### config.mk
export PLATFORM = sky130hd
export DESIGN_NAME = imm_gen_pipe_flat
export DESIGN_NICKNAME = d
export VERILOG_FILES = /design/src/rtl/imm_gen_pipe_pkg.sv /design/src/rtl/imm_gen_pipe_if.sv /design/src/rtl/imm_gen_pipe_lane_dec.sv /design/src/rtl/imm_gen_pipe.sv /design/src/flat_wrapper.sv
export SDC_FILE = /design/constraint.sdc
export NUM_CORES = 1
export LEC_CHECK = 0
export ABC_CLOCK_PERIOD_IN_PS = 8660
export CORE_ASPECT_RATIO = 1.5
export CORE_MARGIN = 3
export CORE_UTILIZATION = 53
export DETAILED_ROUTE_END_ITERATION = 16
export GPL_ROUTABILITY_DRIVEN = 0
export PLACE_DENSITY = 0.86
export SLEW_MARGIN = 0
export SYNTH_ARGS = -nofsm -noshare
export SYNTH_HDL_FRONTEND = slang
export SYNTH_SLANG_ARGS = --single-unit
export TNS_END_PERCENT = 5
### constraint.sdc
create_clock -name clk -period 8.66 [get_ports clk]
set_input_delay 2.165 -clock clk [delete_from_list [all_inputs] [get_ports clk]]
set_output_delay 2.165 -clock clk [all_outputs]
set_load 0.05 [all_outputs]
### src/rtl/imm_gen_pipe_pkg.sv
// Shared types for the pipelined immediate generator: format selector, beat record
// and the width limits the rest of the slice is sized against.
package imm_gen_pipe_pkg;

    localparam int XLEN_MAX  = 64;
    localparam int LANES_MAX = 4;

    typedef logic [XLEN_MAX-1:0] u64;

    typedef enum logic [3:0] {
        NoGen      = 4'd0,
        Gen_1      = 4'd1,
        Gen_2      = 4'd2,
        Gen_3      = 4'd3,
        Gen_4      = 4'd4,
        Gen_5      = 4'd5,
        Gen_CSR    = 4'd6,
        Gen_SHAMT  = 4'd7,
        Gen_SHAMTW = 4'd8
    } ImmGenType;

    // One decoded beat at the widest configuration; narrower builds use the low lanes/bits.
    typedef struct packed {
        logic [LANES_MAX-1:0] en;
        u64   [LANES_MAX-1:0] imm;
        logic [LANES_MAX-1:0] err;
    } imm_beat_t;

endpackage

### src/rtl/imm_gen_pipe_if.sv
// Decode-to-issue stream carrying raw instructions in and decoded immediates out.
interface imm_gen_pipe_if
    import imm_gen_pipe_pkg::*;
#(
    parameter int XLEN  = 64,
    parameter int LANES = 1
) ();

    localparam int TW = $bits(ImmGenType);

    logic                    in_valid;
    logic                    in_ready;
    logic [LANES*32-1:0]     in_instr;
    logic [LANES*TW-1:0]     in_type;
    logic [LANES-1:0]        in_lane_en;

    logic                    out_valid;
    logic                    out_ready;
    logic [LANES*XLEN-1:0]   out_imm;
    logic [LANES-1:0]        out_lane_en;
    logic [LANES-1:0]        out_err;

    modport master (
        output in_valid, in_instr, in_type, in_lane_en, out_ready,
        input  in_ready, out_valid, out_imm, out_lane_en, out_err
    );

    modport slave (
        input  in_valid, in_instr, in_type, in_lane_en, out_ready,
        output in_ready, out_valid, out_imm, out_lane_en, out_err
    );

endinterface

### src/rtl/imm_gen_pipe_lane_dec.sv
// Purely combinational single-lane immediate decoder: instruction + format -> XLEN immediate
// and illegal-shift-amount flag.
module imm_lane_dec
    import imm_gen_pipe_pkg::*;
#(
    parameter int XLEN    = 64,
    parameter int SHAMT_W = $clog2(XLEN)
) (
    input  logic [31:0]     instr,
    input  ImmGenType       imm_type,
    output logic [XLEN-1:0] imm,
    output logic            err
);

    u64         imm_full;
    logic [5:0] shamt;
    logic       unused_opcode;

    assign shamt         = instr[25:20];
    // Opcode bits never contribute to an immediate.
    assign unused_opcode = ^instr[6:0];

    always_comb begin
        imm_full = '0;
        err      = 1'b0;
        case (imm_type)
            Gen_1:      imm_full = {{52{instr[31]}}, instr[31:20]};
            Gen_2:      imm_full = {{32{instr[31]}}, instr[31:12], 12'b0};
            Gen_3:      imm_full = {{51{instr[31]}}, instr[31], instr[7], instr[30:25],
                                    instr[11:8], 1'b0};
            Gen_4:      imm_full = {{52{instr[31]}}, instr[31:25], instr[11:7]};
            Gen_5:      imm_full = {{43{instr[31]}}, instr[31], instr[19:12], instr[20],
                                    instr[30:21], 1'b0};
            Gen_CSR:    imm_full = {59'b0, instr[19:15]};
            Gen_SHAMT: begin
                // Any shift-amount bit at or above SHAMT_W is out of range for this XLEN.
                imm_full = {58'b0, shamt};
                err      = (shamt >> SHAMT_W) != 6'd0;
            end
            Gen_SHAMTW: imm_full = {59'b0, instr[24:20]};
            default:    imm_full = '0;
        endcase
    end

    // Sign extension was done to 64 bits, so truncation gives the correct XLEN=32 result.
    assign imm = imm_full[XLEN-1:0];

endmodule

### src/rtl/imm_gen_pipe.sv
// Registered multi-lane immediate generator with a 2-entry skid buffer and flush,
// decoupling decode from rename/issue.
module imm_gen_pipe
    import imm_gen_pipe_pkg::*;
#(
    parameter int XLEN    = 64,
    parameter int LANES   = 1,
    parameter int SHAMT_W = $clog2(XLEN)
) (
    input  logic          clk,
    input  logic          reset_n,
    input  logic          flush,
    imm_gen_pipe_if.slave bus
);

    localparam int TW = $bits(ImmGenType);

    logic [LANES*XLEN-1:0] dec_imm;
    logic [LANES-1:0]      dec_err;

    generate
        for (genvar gi = 0; gi < LANES; gi++) begin : g_lane
            logic [XLEN-1:0] lane_imm;
            logic            lane_err;

            imm_lane_dec #(
                .XLEN    (XLEN),
                .SHAMT_W (SHAMT_W)
            ) u_dec (
                .instr    (bus.in_instr[32*gi +: 32]),
                .imm_type (ImmGenType'(bus.in_type[TW*gi +: TW])),
                .imm      (lane_imm),
                .err      (lane_err)
            );

            // Disabled lanes carry zeros so downstream never sees stale decode.
            assign dec_imm[XLEN*gi +: XLEN] = bus.in_lane_en[gi] ? lane_imm : '0;
            assign dec_err[gi]              = bus.in_lane_en[gi] & lane_err;
        end
    endgenerate

    logic [LANES*XLEN-1:0] imm_buf_reg [2];
    logic [LANES-1:0]      en_buf_reg  [2];
    logic [LANES-1:0]      err_buf_reg [2];
    logic                  head_reg;
    logic                  tail_reg;
    logic [1:0]            count_reg;
    logic                  push;
    logic                  pop;

    // Ready comes only from the stored count, never from out_ready.
    assign bus.in_ready  = (count_reg != 2'd2);
    assign bus.out_valid = (count_reg != 2'd0);
    assign push          = bus.in_valid && bus.in_ready;
    assign pop           = bus.out_valid && bus.out_ready;

    always_ff @(posedge clk or negedge reset_n) begin
        if (!reset_n) begin
            head_reg  <= 1'b0;
            tail_reg  <= 1'b0;
            count_reg <= 2'd0;
            for (int i = 0; i < 2; i++) begin
                imm_buf_reg[i] <= '0;
                en_buf_reg[i]  <= '0;
                err_buf_reg[i] <= '0;
            end
        end else if (flush) begin
            head_reg  <= 1'b0;
            tail_reg  <= 1'b0;
            count_reg <= 2'd0;
        end else begin
            if (push) begin
                imm_buf_reg[tail_reg] <= dec_imm;
                en_buf_reg[tail_reg]  <= bus.in_lane_en;
                err_buf_reg[tail_reg] <= dec_err;
                tail_reg              <= ~tail_reg;
            end
            if (pop) begin
                head_reg <= ~head_reg;
            end
            count_reg <= count_reg + {1'b0, push} - {1'b0, pop};
        end
    end

    assign bus.out_imm     = bus.out_valid ? imm_buf_reg[head_reg] : '0;
    assign bus.out_lane_en = bus.out_valid ? en_buf_reg[head_reg]  : '0;
    assign bus.out_err     = bus.out_valid ? err_buf_reg[head_reg] : '0;

endmodule

### src/flat_wrapper.sv
// flat-port wrapper written by rule: the top's interface ports become plain ports
module imm_gen_pipe_flat import imm_gen_pipe_pkg::*;
#(
    parameter int XLEN    = 64,
    parameter int LANES   = 1,
    parameter int SHAMT_W = $clog2(XLEN)
)
  (clk, reset_n, flush, bus_in_valid, bus_in_instr, bus_in_type, bus_in_lane_en, bus_out_ready, bus_in_ready, bus_out_valid, bus_out_imm, bus_out_lane_en, bus_out_err);
  imm_gen_pipe_if #(.XLEN(XLEN), .LANES(LANES)) bus_i ();
  input  logic clk;
  input  logic reset_n;
  input  logic flush;
  input wire logic [$bits(bus_i.in_valid)-1:0] bus_in_valid;
  input wire logic [$bits(bus_i.in_instr)-1:0] bus_in_instr;
  input wire logic [$bits(bus_i.in_type)-1:0] bus_in_type;
  input wire logic [$bits(bus_i.in_lane_en)-1:0] bus_in_lane_en;
  input wire logic [$bits(bus_i.out_ready)-1:0] bus_out_ready;
  output wire logic [$bits(bus_i.in_ready)-1:0] bus_in_ready;
  output wire logic [$bits(bus_i.out_valid)-1:0] bus_out_valid;
  output wire logic [$bits(bus_i.out_imm)-1:0] bus_out_imm;
  output wire logic [$bits(bus_i.out_lane_en)-1:0] bus_out_lane_en;
  output wire logic [$bits(bus_i.out_err)-1:0] bus_out_err;
  assign bus_i.in_valid = bus_in_valid;
  assign bus_i.in_instr = bus_in_instr;
  assign bus_i.in_type = bus_in_type;
  assign bus_i.in_lane_en = bus_in_lane_en;
  assign bus_i.out_ready = bus_out_ready;
  assign bus_in_ready = bus_i.in_ready;
  assign bus_out_valid = bus_i.out_valid;
  assign bus_out_imm = bus_i.out_imm;
  assign bus_out_lane_en = bus_i.out_lane_en;
  assign bus_out_err = bus_i.out_err;
  imm_gen_pipe #(.XLEN(XLEN), .LANES(LANES), .SHAMT_W(SHAMT_W)) u_core (.clk(clk), .reset_n(reset_n), .flush(flush), .bus(bus_i));
endmodule
==> run metrics <==
status=finished, final reports clean; commonest non-fill, non-tap cell in the layout=clkdlybuf4s50_1; gr usage total=0.220; clk_skew=3.31 ps; hold_buf cts=0; Syn Area/Cell=9.56 um^2; post-cts resize count=0; Post-DP HPWL=6.61 mm; Tightest Pin Transition=1080 ps; Reg clk slew, reported paths=50 ps; I/O pins=110; max reg flops=64; total gr overflow=0; drt wl/cell=16.2 um; H-tree depth=3; sequential share of the synthesized area=0.430; min cycle time layout=around 5500 ps; Die Ht=around 110 um; drt initial violations=272; kind of critical path=reg -> out; final core utilization=0.681; worst path cell trace=mux2i_1 -> nor2_2 -> clkdlybuf4s50_1; fin nets=between 500 and 600; CP endpoint kind=output port; most frequent cells in the layout=clkdlybuf4s50_1, dfrtp_1, nand2_1, nor2_1, mux2i_1; largest net degree at the start of global routing=73; Tcrit/Tclk final=0.640; first-pass GRT wire length=15.6 mm; design area=0.00522 mm^2; delay of the slowest cell on the worst path=1070 ps; setup_tns=0 ps; main area contributors after synthesis=dfrtp_1, mux2i_1, mux2_2, buf_4, nand2_1; crit path DAT=3380 ps; initial antenna violation count=0; Buffers on Ports=102; syn_nets=between 400 and 500; switch share=0.380; DRT Wirelength=slightly below 10 mm; Pins Over Slew Limit=0; worst slack at placement=3370 ps; die width=78.6 um; required time of the critical path=6500 ps; Netlist cell types=46; Crit Path Max Fanout=35; worst skew pair latency=330 ps; Reg power frac=0.370; CTS tree=built; main flop type after synthesis=dfrtp_1; Synth top area share=0.430; NetSw=between 400 and 500 uW; vias per cell=between 5 and 6; clock root buffer=clkbuf_16; number of global-route vias before repair=~3100; Post-Syn Instances=around 440; Slowest cell on crit path=dfrtp_2; Num CTS Buffers=9; CP Launch Type=flop; Sinks on Clock Net=72; RSZ-0062 raised after global routing=no; Leakage=0.00219 uW; P per Cell Area=230 mW/mm^2; P_int=approximately 740 uW; Yosys warning total=0; Post-synth ARST share=1.00; VDD IR-drop max=roughly 0.00017 V; fmax=180 MHz; Area growth, synth to finish=24.7%; Worst Hold Slack=474 ps; row count=39; core area=0.00766 mm^2; vias post-DR=3216; antenna viol nets, final=0; maxcap violations=0; DRC Markers=0; dpl cell area=0.00496 mm^2; Max Root-Sink Buffers=2; Post-synth EDFFs=0; Max-Slew Margin vs Limit=0.280; Comb pwr share=0.364; Final Hold Fails=0; cell taking the most area after synthesis=dfrtp_1; initial core utilization=0.546; Ant. Diodes=0; setup ws final=about 3100 ps; die area=0.00902 mm^2; Clock Power Share=0.266; final setup fails=0; worst min path class=reg -> reg; synthesized area=around 0.0042 mm^2; post-CTS setup buffer count=0; synthesis-stage register bit count=about 70; share of cells above drive strength 1=0.117; Pre-Repair DR Iteration Count=4
power by group through the flow:
stage / Sequential (uW) / Clock, uW / Combinational, uW
2_1_floorplan: 411 / 0 / 360
3_3_place_gp: 446 / 0 / 430
3_5_place_dp: 450 / 0 / 442
4_1_cts: 444 / 324 / 443
5_1_grt: 451 / 335 / 468
6_report: 444 / 320 / 437
synth_stat cells, types with 2 or more instances:
library cell   n
nand2_1       67
xnor2_1        3
clkbuf_1      11
buf_4         35
buf_1          3
inv_1          5
nand2b_1       7
o31ai_1        6
a2bb2oi_1      8
buf_6          2
mux2i_1       34
buf_2         12
o21ai_1       12
o221ai_1       3
or3_1          2
xor2_1         2
mux2_2        24
nor2b_1        5
and2_1         5
nor4b_2        2
a22oi_1        4
o31ai_2        2
ha_1           2
a22o_1         8
and3b_1        2
a21oi_1       23
nor2_1        40
dfrtp_1       72
o21ai_0       20
worst paths after layout:
check	startpoint	endpoint	slack, ps	depth (start not counted)
hold / removal	u_core.imm_buf_reg[74]$_DFFE_PN0P_	u_core.imm_buf_reg[74]$_DFFE_PN0P_	470	2
max in group asynchronous	reset_n	u_core.head_reg$_DFFE_PN0P_	5970	2
setup reg to reg	u_core.count_reg[1]$_DFF_PN0_	u_core.count_reg[1]$_DFF_PN0_	6380	10
hold reg to reg	u_core.imm_buf_reg[74]$_DFFE_PN0P_	u_core.imm_buf_reg[74]$_DFFE_PN0P_	470	2
min in group asynchronous	reset_n	u_core.imm_buf_reg[13]$_DFFE_PN0P_	2020	2
setup / recovery	u_core.head_reg$_DFFE_PN0P_	bus_out_imm[56]	3110	3
layout make-up:
| class | instances | area, um^2 |
|---|---|---|
| clock buffer | 10 | 229 |
| inverter | 5 | 18.8 |
| timing repair buffer | 105 | 1040 |
| multi-input combinational | 298 | 1980 |
| clock inverter | 5 | 25.0 |
| tap | 102 | 128 |
| sequential | 72 | 1800 |
| fill | 626 | 2440 |
through the flow:
stage          instances  total power (uW)
6_report             597              1200
5_1_grt              597              1250
4_1_cts              597              1210
3_5_place_dp         582               891
3_3_place_gp         582               877
2_1_floorplan        438               770
layer usage:
layer | up-vias | GRT usage | routed length (um)
met5 | - | 0 | 0
met4 | 0 | 0.0898 | 151
met3 | 12 | 0.0455 | 342
met2 | 78 | 0.374 | 5210
met1 | 1548 | 0.273 | 3990
li1 | 1578 | - | -
worst max-delay path: cells and delay by family, from the launching register on:
family        cells  cell delay, ps
buf+inv           1             970
simple gates      1             790
flops             1            1070
mux               1             200
kinds of logic after synthesis:
kind of cell	count (synthesis)	synth area share
buf+inv	68	0.0996
flops	72	0.430
simple gates	140	0.161
fa+ha+maj	2	0.00598
xor+xnor	5	0.0105
compound gates	92	0.143
mux	59	0.149
Note: power is estimated with default switching activity, not from simulation.
